==> src/rtl/can_pkg.sv <==
// Shared CAN definitions for the transmit-side error/overload generator and the bus monitor.
package can_pkg;

  typedef enum logic [1:0] {
    IDLE,
    FLAG,
    SUPERPOS,
    DELIM
  } can_state_e;

  localparam logic CAN_DOMINANT  = 1'b0;
  localparam logic CAN_RECESSIVE = 1'b1;

  localparam int unsigned CAN_FLAG_BITS    = 6;
  localparam int unsigned CAN_DELIM_BITS   = 8;
  localparam int unsigned CAN_MAX_SUPERPOS = 7;

  function automatic int unsigned can_max3(int unsigned a, int unsigned b, int unsigned c);
    int unsigned m;
    m = (a > b) ? a : b;
    return (m > c) ? m : c;
  endfunction

endpackage

==> src/rtl/can_bit_counter.sv <==
// Saturating bit-time counter. Clear and increment together load 1, so the caller can
// restart a run with the current bit already counted.
module can_bit_counter #(
  parameter int unsigned WIDTH = 4
) (
  input  logic             clk,
  input  logic             reset,
  input  logic             en,
  input  logic             clr,
  input  logic             inc,
  output logic [WIDTH-1:0] count
);

  logic [WIDTH-1:0] count_q, count_d, base;

  // Next count: optional clear, then saturating increment.
  always_comb begin
    base    = clr ? '0 : count_q;
    count_d = base;
    if (inc && (base != '1)) begin
      count_d = base + WIDTH'(1);
    end
  end

  // Count register, only updated on enabled (bit-time) clocks.
  always_ff @(posedge clk) begin
    if (reset) begin
      count_q <= '0;
    end else if (en) begin
      count_q <= count_d;
    end
  end

  assign count = count_q;

endmodule

==> src/rtl/can_err_ovld_frame_tx.sv <==
// CAN error/overload frame transmitter: drives the flag, tracks superposition from
// other nodes, then waits out the recessive delimiter.
module can_err_ovld_frame_tx
  import can_pkg::*;
#(
  parameter int unsigned FLAG_BITS    = CAN_FLAG_BITS,
  parameter int unsigned DELIM_BITS   = CAN_DELIM_BITS,
  parameter int unsigned MAX_SUPERPOS = CAN_MAX_SUPERPOS
) (
  input  logic clk,
  input  logic reset,
  input  logic sp_tick,
  input  logic rx,
  input  logic req_error,
  input  logic req_overload,
  input  logic err_passive,
  output logic tx,
  output logic busy,
  output logic frame_is_ovld,
  output logic done,
  output logic bit_err,
  output logic stuck_err
);

  localparam int unsigned CNT_MAX = can_max3(FLAG_BITS, DELIM_BITS, MAX_SUPERPOS);
  localparam int unsigned CW      = $clog2(CNT_MAX + 1);

  localparam logic [CW-1:0] FLAG_LAST  = CW'(FLAG_BITS - 1);
  localparam logic [CW-1:0] DELIM_LAST = CW'(DELIM_BITS - 1);
  localparam logic [CW-1:0] SUP_MAX    = CW'(MAX_SUPERPOS);

  can_state_e    state_q, state_d;
  logic          tx_q, tx_d;
  logic          ovld_q, ovld_d;
  logic          passive_q, passive_d;
  logic          done_q, done_d;
  logic          bit_err_q, bit_err_d;
  logic          stuck_q, stuck_d;
  logic          cnt_clr, cnt_inc;
  logic [CW-1:0] cnt;

  can_bit_counter #(
    .WIDTH (CW)
  ) u_cnt (
    .clk   (clk),
    .reset (reset),
    .en    (sp_tick),
    .clr   (cnt_clr),
    .inc   (cnt_inc),
    .count (cnt)
  );

  // Next-state, counter control and pulse generation; nothing moves without sp_tick.
  always_comb begin
    state_d   = state_q;
    tx_d      = tx_q;
    ovld_d    = ovld_q;
    passive_d = passive_q;
    done_d    = 1'b0;
    bit_err_d = 1'b0;
    stuck_d   = 1'b0;
    cnt_clr   = 1'b0;
    cnt_inc   = 1'b0;
    if (sp_tick) begin
      unique case (state_q)
        IDLE: begin
          if (req_error || req_overload) begin
            state_d   = FLAG;
            cnt_clr   = 1'b1;
            ovld_d    = ~req_error;
            // Overload flags are always active.
            passive_d = req_error & err_passive;
            tx_d      = passive_d ? CAN_RECESSIVE : CAN_DOMINANT;
          end
        end
        FLAG: begin
          if (!passive_q && (rx == CAN_RECESSIVE)) begin
            bit_err_d = 1'b1;
            state_d   = IDLE;
            cnt_clr   = 1'b1;
            tx_d      = CAN_RECESSIVE;
          end else if (cnt == FLAG_LAST) begin
            state_d = SUPERPOS;
            cnt_clr = 1'b1;
            tx_d    = CAN_RECESSIVE;
          end else begin
            cnt_inc = 1'b1;
          end
        end
        SUPERPOS: begin
          tx_d = CAN_RECESSIVE;
          if (rx == CAN_DOMINANT) begin
            if (cnt >= SUP_MAX) begin
              stuck_d = 1'b1;
              state_d = IDLE;
              cnt_clr = 1'b1;
            end else begin
              cnt_inc = 1'b1;
            end
          end else begin
            // First recessive bit is already delimiter bit 1.
            state_d = DELIM;
            cnt_clr = 1'b1;
            cnt_inc = 1'b1;
          end
        end
        DELIM: begin
          tx_d = CAN_RECESSIVE;
          if (rx == CAN_RECESSIVE) begin
            if (cnt == DELIM_LAST) begin
              done_d  = 1'b1;
              state_d = IDLE;
              cnt_clr = 1'b1;
            end else begin
              cnt_inc = 1'b1;
            end
          end else begin
            // Violating dominant bit counts as the first superposition bit.
            state_d = SUPERPOS;
            cnt_clr = 1'b1;
            cnt_inc = 1'b1;
          end
        end
        default: begin
          state_d = IDLE;
          cnt_clr = 1'b1;
          tx_d    = CAN_RECESSIVE;
        end
      endcase
    end
  end

  // State, bus drive, latched frame attributes and one-cycle status pulses.
  always_ff @(posedge clk) begin
    if (reset) begin
      state_q   <= IDLE;
      tx_q      <= CAN_RECESSIVE;
      ovld_q    <= 1'b0;
      passive_q <= 1'b0;
      done_q    <= 1'b0;
      bit_err_q <= 1'b0;
      stuck_q   <= 1'b0;
    end else begin
      state_q   <= state_d;
      tx_q      <= tx_d;
      ovld_q    <= ovld_d;
      passive_q <= passive_d;
      done_q    <= done_d;
      bit_err_q <= bit_err_d;
      stuck_q   <= stuck_d;
    end
  end

  assign tx            = tx_q;
  assign busy          = (state_q != IDLE);
  assign frame_is_ovld = ovld_q;
  assign done          = done_q;
  assign bit_err       = bit_err_q;
  assign stuck_err     = stuck_q;

endmodule

==> config.mk <==
export PLATFORM = sky130hd
export DESIGN_NAME = can_err_ovld_frame_tx
export DESIGN_NICKNAME = d
export VERILOG_FILES = /design/src/rtl/can_pkg.sv /design/src/rtl/can_bit_counter.sv /design/src/rtl/can_err_ovld_frame_tx.sv
export SDC_FILE = /design/constraint.sdc
export NUM_CORES = 1
export LEC_CHECK = 0
export CAP_MARGIN = 15
export CORE_MARGIN = 3
export CORE_UTILIZATION = 40
export CTS_CLUSTER_DIAMETER = 100
export DETAILED_ROUTE_END_ITERATION = 16
export HOLD_SLACK_MARGIN = 0.05
export SYNTH_ARGS = -nofsm -noshare
export SYNTH_HDL_FRONTEND = slang
export SYNTH_SLANG_ARGS = --single-unit
==> constraint.sdc <==
create_clock -name clk -period 3.1 [get_ports clk]
set_input_delay 0.93 -clock clk [delete_from_list [all_inputs] [get_ports clk]]
set_output_delay 0.93 -clock clk [all_outputs]
set_load 0.05 [all_outputs]
==> results.ini, run 1 <==
[logic_synthesis]
syn-cell-area_um2=840
seq_area_frac_synth=0.286
synth_top_area_frac=0.286
synth_compound_area_frac=0.316
yosys-top-cells-area=dfxtp_1 29%, a31oi_4 5.1%, nor2_1 3.6%
synth_enable_flop_cells=0
synth_area_per_cell_um2=9.23
syn-num-nets=99
yosys.area.top_type=dfxtp_1
syn_inst=91
synth_common_cells=12 x dfxtp_1, 8 x nor2_1, 6 x nand2_1
async_reset_ff_frac=0
synth_warnings=0
synth_top_family_by_area=compound AO/OA/AOI/OAI gates
yosys.cell_count.top_type=dfxtp_1
ys_seq_elements=12
synth.distinct_cells=48
synthAdderAreaFrac=0.0149
muxShareOfSynthArea=0.0119
synth-simple-area-share=0.300
yosys.area_share.xor_xnor=0.0104
synthFlopType=dfxtp_1

[finish]
area_growth_pct=30.1
multi_input_area_um2=548
final.fill_count=162
finalCoreUtilization=0.588
n_antenna_cell=0
drive_gt1_frac=0.278
nNetsFinal=124
fin_area_mm2=0.00109
register_area_um2=240

[worst_setup_path]
start_kind=input port
end_kind=flop
cp_data_arrival_time_ns=3.12
critical_path_required_ns=3.32
r2r_setup_slack_ns=0.82
cp_max_fo=5
crit_type=input port to flop

[floorplan]
initial_core_util=0.452
dieArea_mm2=0.00268
rows=15
core_area_mm2=0.00186
die_w_um=51.8
io_pins=13
die_y_um=51.8

[timing]
setup_viol=0
tightest_slew_ns=0.505
fin_skew_ns=0.00883
finalCritPeriodShare=0.938
finalCriticalPeriod_ns=2.91
slew-limit-headroom=0.662
fmax_ghz=0.344
rsz0062_at_grt=false
drv_slew=0
hold_violations=0

[clock_tree]
cts_tree=built
cts_root_buffer=clkbuf_4
cts.hold.buffers_added=0
clk_latency_ns=0.28
postCtsSetupBuffers=0
htreeDepth=1
cts_made_buffers=3
clk_path_buf_depth=2
cts.sinks=12
cts_resized=0
clk_pin_slew_ns=0.09

[power]
seqPwrFrac=0.396
leakagePower_nw=0.401
swShare=0.318
p_int_uw=285
switchingPower_uw=133
p_clk_frac=0.311
powerDensity_mw_per_mm2=383
pwr-share-comb=0.293
irDropWorstVdd_mv=0.327
total_power_uw=418

[grt]
grt_pass1_vias=786
grt_pass1_wl_um=3620
gr-usage-all-layers=0.182
grt_max_degree=14
grt_overflow_total=0
antenna_found_initial=0

[drt]
drc_errors=0
routed_wirelength_um=2030
antenna_left=0
via_count=797
wl_per_cell_um=14.5
via_per_inst=5.69
dr.first_iter.drc_count=20
drt_pass1_iterations=4

[worst_hold_path]
hold_class=flop to flop

[outcome]
status=finished clean

[place]
dp_hpwl_um=1510
port_buffers=12
dpl_cell_area_mm2=0.00106
gp_congestion=0.783

[job]
drv_cap=0

## worst max-delay path: stages
cell and delay (ns):
clkdlybuf4s50_1 0.59, o41ai_4 0.14, a31oi_4 0.20, a31oi_4 0.13
and2_2 0.21, ha_1 0.20, and3_2 0.23, nor2_1 0.09
o21ai_1 0.08, xor2_1 0.16, nor3b_2 0.16
## placed cells by master (no fill, tap or decap), drive strengths merged, types with 3 or more instances in the layout
cell type and count:
nand2 6, a31oi 4, clkdlybuf4s50 12, nand2b 3
buf 15, and2 3, nor2 8, a21oi 4
o21ai 4, clkbuf 4, nand3 4, dfxtp 12
## final cells by class
class,count,share of cell area
Multi-Input combinational cell,71,0.502
Sequential cell,12,0.220
Timing Repair Buffer,27,0.213
Clock buffer,4,0.0332
Tap cell,25,0.0286
Inverter,1,0.00344
## worst paths after layout
| check | startpoint | end | cells after the start |
|---|---|---|---|
| min reg2reg | passive_q$_SDFFE_PP0P_ | passive_q$_SDFFE_PP0P_ | 2 |
| max reg2reg | u_cnt.count[3]$_SDFFE_PP0P_ | u_cnt.count[3]$_SDFFE_PP0P_ | 10 |
| min | passive_q$_SDFFE_PP0P_ | passive_q$_SDFFE_PP0P_ | 2 |
| max | sp_tick | u_cnt.count[3]$_SDFFE_PP0P_ | 11 |
## routing by layer
| metal | wire [um] | vias to the layer above | track usage |
|---|---|---|---|
| met2 | 913 | 16 | 0.294 |
| met5 | 0 | - | 0 |
| met3 | 60 | 2 | 0.0344 |
| li1 | - | 398 | - |
| met4 | 17 | 0 | 0.0655 |
| met1 | 1040 | 381 | 0.240 |
## cells by family after synthesis
family	count (synthesis)
compound gates	29
fa+ha+maj	1
buf+inv	8
mux	1
flops	12
simple gates	39
xor+xnor	1
## power by group through the flow
stage | combinational, mW | clock [mW] | sequential, mW
after detailed placement | 0.122 | 0 | 0.169
final | 0.123 | 0.130 | 0.165
after global placement | 0.121 | 0 | 0.169
after floorplan | 0.0670 | 0 | 0.178
after CTS | 0.123 | 0.136 | 0.165
after global routing | 0.134 | 0.144 | 0.166
## sequential cells by signal, indices dropped and copies added, names as in the netlist
register,cells
done,1
stuck_err,1
u_cnt.count,4
state_q,2
bit_err,1
passive_q,1
tx,1
frame_is_ovld,1
## through the flow
stage | worst slack, ns | hold WS, ns | cells | setup TNS, ns
after floorplan | 0.386 | 0.440 | 91 | 0
after global placement | -0.0416 | 0.461 | 136 | -0.0729
after detailed placement | -0.0889 | 0.467 | 136 | -0.145
after CTS | 0.206 | 0.483 | 140 | 0
after global routing | 0.0257 | 0.532 | 140 | 0
final | 0.192 | 0.485 | 140 | 0
No activity file was read; power rests on OpenSTA's default activity.
==> run 2, diff against run 1 <==
Settings changed: CORE_UTILIZATION 40 to 52, PLACE_DENSITY set to 0.77.
==> run 2 against run 1 <==
Final area shrank 1.6%. Total power up 0.40%. Critical path type unchanged. Critical path depth unchanged. Sequential power about the same. Register-to-register slack got worse by 0.03 ns. Clock power barely moved. Cell count fell by 7.9%. First-iteration DRC count fell by 20%.
==> results.ini, run 2 (synthesis results as in run 1) <==
[outcome]
status=finished clean

[drt]
via_per_inst=6.00  ; +5.4%
dr.first_iter.drc_count=16  ; -20%
drt_pass1_iterations=4  ; unchanged
wl_per_cell_um=16.5  ; +14%
drc_errors=0  ; unchanged
routed_wirelength_um=2130  ; +5.0%
antenna_left=0  ; unchanged
via_count=774  ; -2.9%

[clock_tree]
clk_path_buf_depth=2  ; unchanged
postCtsSetupBuffers=0  ; unchanged
cts_resized=0  ; unchanged
clk_pin_slew_ns=0.08  ; about the same
cts_made_buffers=3  ; unchanged
cts_root_buffer=clkbuf_4
clk_latency_ns=0.28  ; about the same
cts.sinks=12  ; unchanged
cts_tree=built
htreeDepth=1  ; unchanged
cts.hold.buffers_added=0  ; unchanged

[place]
dpl_cell_area_mm2=0.00104  ; -1.9%
dp_hpwl_um=1560  ; +3.9%
dp.cells=125  ; -8.1%
gp_congestion=0.808  ; +3.2%
port_buffers=12  ; unchanged

[finish]
area_growth_pct=28.0
largest_reg_flops=4  ; unchanged
nNetsFinal=123  ; -0.81%
fin_area_mm2=0.00107  ; -1.6%
n_antenna_cell=0  ; unchanged
drive_gt1_frac=0.272  ; -0.00633
stdcell_count=129  ; -7.9%
layout_common_cells=14 x buf_4, 12 x dfxtp_1, 11 x clkdlybuf4s50_1, 8 x nor2_1, 6 x nand2_1
final_common_cell=buf_4

[worst_setup_path]
crit_type=input port to flop
start_kind=input port
worst-path-buf-inv=1  ; unchanged
crit_chain=clkdlybuf4s50_1, nand2b_1, a31oi_4, a31oi_4, and2_2, ha_1, and3_2, nor2_1, o21ai_1, xor2_1, nor3b_2
slowest_stage=clkdlybuf4s50_1
cp_common_cell=a31oi_4
critical_path_required_ns=3.32  ; about the same
cp_max_fo=5  ; unchanged
slowest_delay_ns=0.55  ; -0.04 ns
cp_top_family=simple AND/OR/NAND/NOR gates
end_kind=flop
cp_data_arrival_time_ns=3.10  ; -0.02 ns

[grt]
busiest_layer=met2
grt_max_degree=14  ; unchanged
met1_usage=0.337  ; +0.0977
gr-usage-met3=0.0391  ; +0.00468
use_met2=0.418  ; +0.123
antenna_found_initial=0  ; unchanged
gr-usage-all-layers=0.253  ; +0.0709
grt_pass1_vias=803  ; +2.2%
grt_pass1_wl_um=3850  ; +6.5%
grt_overflow_total=0  ; unchanged

[floorplan]
dieArea_mm2=0.00213  ; -21%
rows=13  ; -2
core_area_mm2=0.00140  ; -25%
die_w_um=46.2  ; -11%
io_pins=13  ; unchanged
initial_core_util=0.600  ; +0.148
die_y_um=46.2  ; -11%

[timing]
rsz0062_at_grt=false
slew-limit-headroom=0.664  ; +0.00111
finalCritPeriodShare=0.931  ; -0.00719
hold_ws_ns=0.517  ; +0.0325 ns
setup_viol=0  ; unchanged
finalCriticalPeriod_ns=2.89  ; -0.0223 ns
tightest_slew_ns=0.503  ; -0.00166 ns
drv_slew=0  ; unchanged
fin_skew_ns=0.000828  ; -0.00801 ns
hold_violations=0  ; unchanged
fmax_ghz=0.346  ; +0.77%

[power]
pwr-share-comb=0.293  ; about the same
seqPwrFrac=0.394  ; -0.002
swShare=0.323  ; +0.00444
irDropWorstVdd_mv=0.387  ; +19%
p_clk_frac=0.312  ; about the same
p_int_uw=284  ; -0.25%
leakagePower_nw=0.404  ; +0.76%
powerDensity_mw_per_mm2=390  ; +2.0%
switchingPower_uw=135  ; +1.8%

[worst_hold_path]
hold_class=flop to flop

[job]
drv_cap=0  ; unchanged

==> run 2: cell count changes in the layout (fill, tap and decap cells not counted) <==
cell,delta
buf_4,-1
clkdlybuf4s50_1,-1
dlymetal6s2s_1,+1
==> run 2: layout make-up <==
type                       instances  area, um2
timing repair buffer              26        228
sequential                        12        240
tap                               15       18.8
multi-input combinational         71        548
fill                             111        324
clock buffer                       4       36.3
inverter                           1       3.75
==> run 2: worst min-delay path: cells and delay by family (launching register included) <==
kind | cells | cell delay, ns
flops | 1 | 0.34
compound gates | 1 | 0.07
simple gates | 1 | 0.06
==> run 2: metal layers <==
metal | part of all wire | vias up
met3 | 0.040 | 4
met1 | 0.48 | 360
met5 | 0 | -
met4 | 0.0089 | 0
met2 | 0.47 | 16
li1 | - | 394
==> run 2: power by group through the flow <==
stage | sequential (mW) | combinational (mW) | clock, mW
2_1_floorplan | 0.178 | 0.0670 | 0
3_3_place_gp | 0.168 | 0.119 | 0
3_5_place_dp | 0.169 | 0.122 | 0
4_1_cts | 0.165 | 0.123 | 0.133
5_1_grt | 0.166 | 0.134 | 0.145
6_report | 0.165 | 0.123 | 0.131
==> run 2: worst paths after layout <==
kind                                                   from                           to  slack [ns]  cells past startpoint
worst max register to register  u_cnt.count[3]$_SDFFE_PP0P_  u_cnt.count[3]$_SDFFE_PP0P_        0.79                     10
worst min-delay path                 passive_q$_SDFFE_PP0P_       passive_q$_SDFFE_PP0P_        0.52                      2
worst max-delay path                                     rx  u_cnt.count[3]$_SDFFE_PP0P_        0.21                     11
worst min register to register       passive_q$_SDFFE_PP0P_       passive_q$_SDFFE_PP0P_        0.52                      2
==> run 2: through the flow <==
stage	worst slack, ns	util	power [mW]	setup TNS [ns]
floorplan	0.386	-	0.245	0
CTS	0.127	0.767	0.421	0
detailed placement	-0.137	0.741	0.291	-0.226
global route	0.120	0.768	0.445	0
global placement	-0.115	0.741	0.287	-0.171
finish	0.214	0.768	0.420	0
==> run 3, diff against run 2 <==
Settings changed: CORE_UTILIZATION 52 to 50, PLACE_DENSITY 0.77 to 0.75.
==> run 3 against run 2 <==
Final area up 0.58%. Hold slack got worse by 0.042 ns. Largest power group unchanged. Die area up 3.5%. Setup slack worse by 0.033 ns. Register-to-register slack better by 0.02 ns. Sequential cell count is the same. Highest routed layer unchanged. Via count up 1.4%.
==> results.ini, run 3 (synthesis results as in run 1) <==
[outcome]
status=finished clean

[timing]
hold_ws_ns=0.475  ; -0.0419 ns
slew-limit-headroom=0.670  ; +0.00657
hold_violations=0  ; unchanged
drv_slew=0  ; unchanged
rsz0062_at_grt=false
fmax_ghz=0.343  ; -1.1%
setup_slack_ns=0.181  ; -0.0333 ns
finalCriticalPeriod_ns=2.92  ; +0.0333 ns
finalSetupTns_ns=0  ; unchanged
fin_skew_ns=0.00340  ; +0.00257 ns
tightest_slew_ns=0.493  ; -0.00982 ns
finalCritPeriodShare=0.942  ; +0.0108
setup_viol=0  ; unchanged

[grt]
antenna_found_initial=0  ; unchanged
grt_pass1_vias=745  ; -7.2%
grt_max_degree=14  ; unchanged
gr-usage-all-layers=0.205  ; -0.0480
grt_pass1_wl_um=3210  ; -17%
grt_overflow_total=0  ; unchanged

[drt]
drc_errors=0  ; unchanged
via_per_inst=5.99  ; -0.13%
drt_pass1_iterations=4  ; unchanged
via_count=785  ; +1.4%
wl_per_cell_um=14.9  ; -9.8%
routed_wirelength_um=1950  ; -8.4%
antenna_left=0  ; unchanged
dr.first_iter.drc_count=17  ; +1

[clock_tree]
clk_pin_slew_ns=0.08  ; about the same
cts.hold.buffers_added=0  ; unchanged
clk_path_buf_depth=2  ; unchanged
cts_made_buffers=3  ; unchanged
cts_resized=0  ; unchanged
cts.sinks=12  ; unchanged
htreeDepth=1  ; unchanged
cts_root_buffer=clkbuf_4
cts_tree=built
postCtsSetupBuffers=0  ; unchanged
clk_latency_ns=0.27  ; about the same

[power]
total_power_uw=419  ; -0.19%
leakagePower_nw=0.400  ; -0.96%
irDropWorstVdd_mv=0.262  ; -32%
powerDensity_mw_per_mm2=387  ; -0.77%

[finish]
final_common_cell=buf_4
drive_gt1_frac=0.278  ; +0.00633
area_growth_pct=28.8
layout_common_cells=15 x buf_4, 12 x dfxtp_1, 12 x clkdlybuf4s50_1, 8 x nor2_1, 6 x nand2_1
final.fill_count=134  ; +21%
nNetsFinal=124  ; +0.81%
finalCoreUtilization=0.701  ; -0.0670
n_antenna_cell=0  ; unchanged
largest_reg_flops=4  ; unchanged
fin_area_mm2=0.00108  ; +0.58%
stdcell_count=131  ; +1.6%

[place]
dp.cells=127  ; +1.6%
dp_hpwl_um=1500  ; -4.0%
dp_slack_ns=-0.0912  ; +0.0461 ns
dpl_cell_area_mm2=0.00104  ; +0.85%
port_buffers=12  ; unchanged
gp_congestion=0.856  ; +6.0%

[worst_setup_path]
cp_max_fo=4  ; -1
crit_type=input port to flop
critical_path_required_ns=3.31  ; about the same
start_kind=input port
cp_data_arrival_time_ns=3.13  ; +0.03 ns
end_kind=flop

[floorplan]
initial_core_util=0.545  ; -0.0555
core_area_mm2=0.00154  ; +10%
die_w_um=47.0  ; +1.7%
dieArea_mm2=0.00221  ; +3.5%
io_pins=13  ; unchanged
rows=14  ; +1
die_y_um=47.0  ; +1.7%

[worst_hold_path]
hold_class=flop to flop

[job]
drv_cap=0  ; unchanged

==> run 3: cell count changes in the layout (fill, tap and decap cells not counted), sizes merged <==
cell           change
buf                +1
clkdlybuf4s50      +1
dlymetal6s2s       -1
==> run 3: final timing paths <==
check                              startpoint                           to  slack [ns]  depth (start not counted)
setup reg to reg  u_cnt.count[3]$_SDFFE_PP0P_  u_cnt.count[3]$_SDFFE_PP0P_        0.81                         10
hold reg to reg        passive_q$_SDFFE_PP0P_       passive_q$_SDFFE_PP0P_        0.48                          2
setup / recovery                      sp_tick  u_cnt.count[3]$_SDFFE_PP0P_        0.18                         11
hold / removal         passive_q$_SDFFE_PP0P_       passive_q$_SDFFE_PP0P_        0.48                          2
==> run 3: where the power goes <==
part	internal, mW	switching [mW]	leakage, nW
clock	0.0714	0.0557	0.0210
sequential	0.161	0.00450	0.0975
combinational	0.0550	0.0716	0.282
==> run 3: critical path: stages <==
cell	delay [ns]
clkdlybuf4s50_1	0.59
o41ai_4	0.15
a31oi_4	0.20
a31oi_4	0.13
and2_2	0.21
ha_1	0.20
and3_2	0.23
nor2_1	0.09
o21ai_1	0.09
xor2_1	0.17
nor3b_2	0.16
==> run 3: routing by layer <==
layer,vias up,wire length (um),global-route usage,share of wire
met1,367,909,0.252,0.47
met4,0,18,0.0497,0.0092
li1,396,-,-,-
met5,-,0,0,0
met3,2,65,0.0575,0.033
met2,20,959,0.352,0.49
==> run 3: area by class of cell <==
cell class                 instances  area, um2  area share
clock buffer                       4       36.3      0.0336
inverter                           1       3.75     0.00347
multi-input combinational         71        548       0.507
sequential                        12        240       0.222
tap                               16       20.0      0.0185
timing repair buffer              27        233       0.215
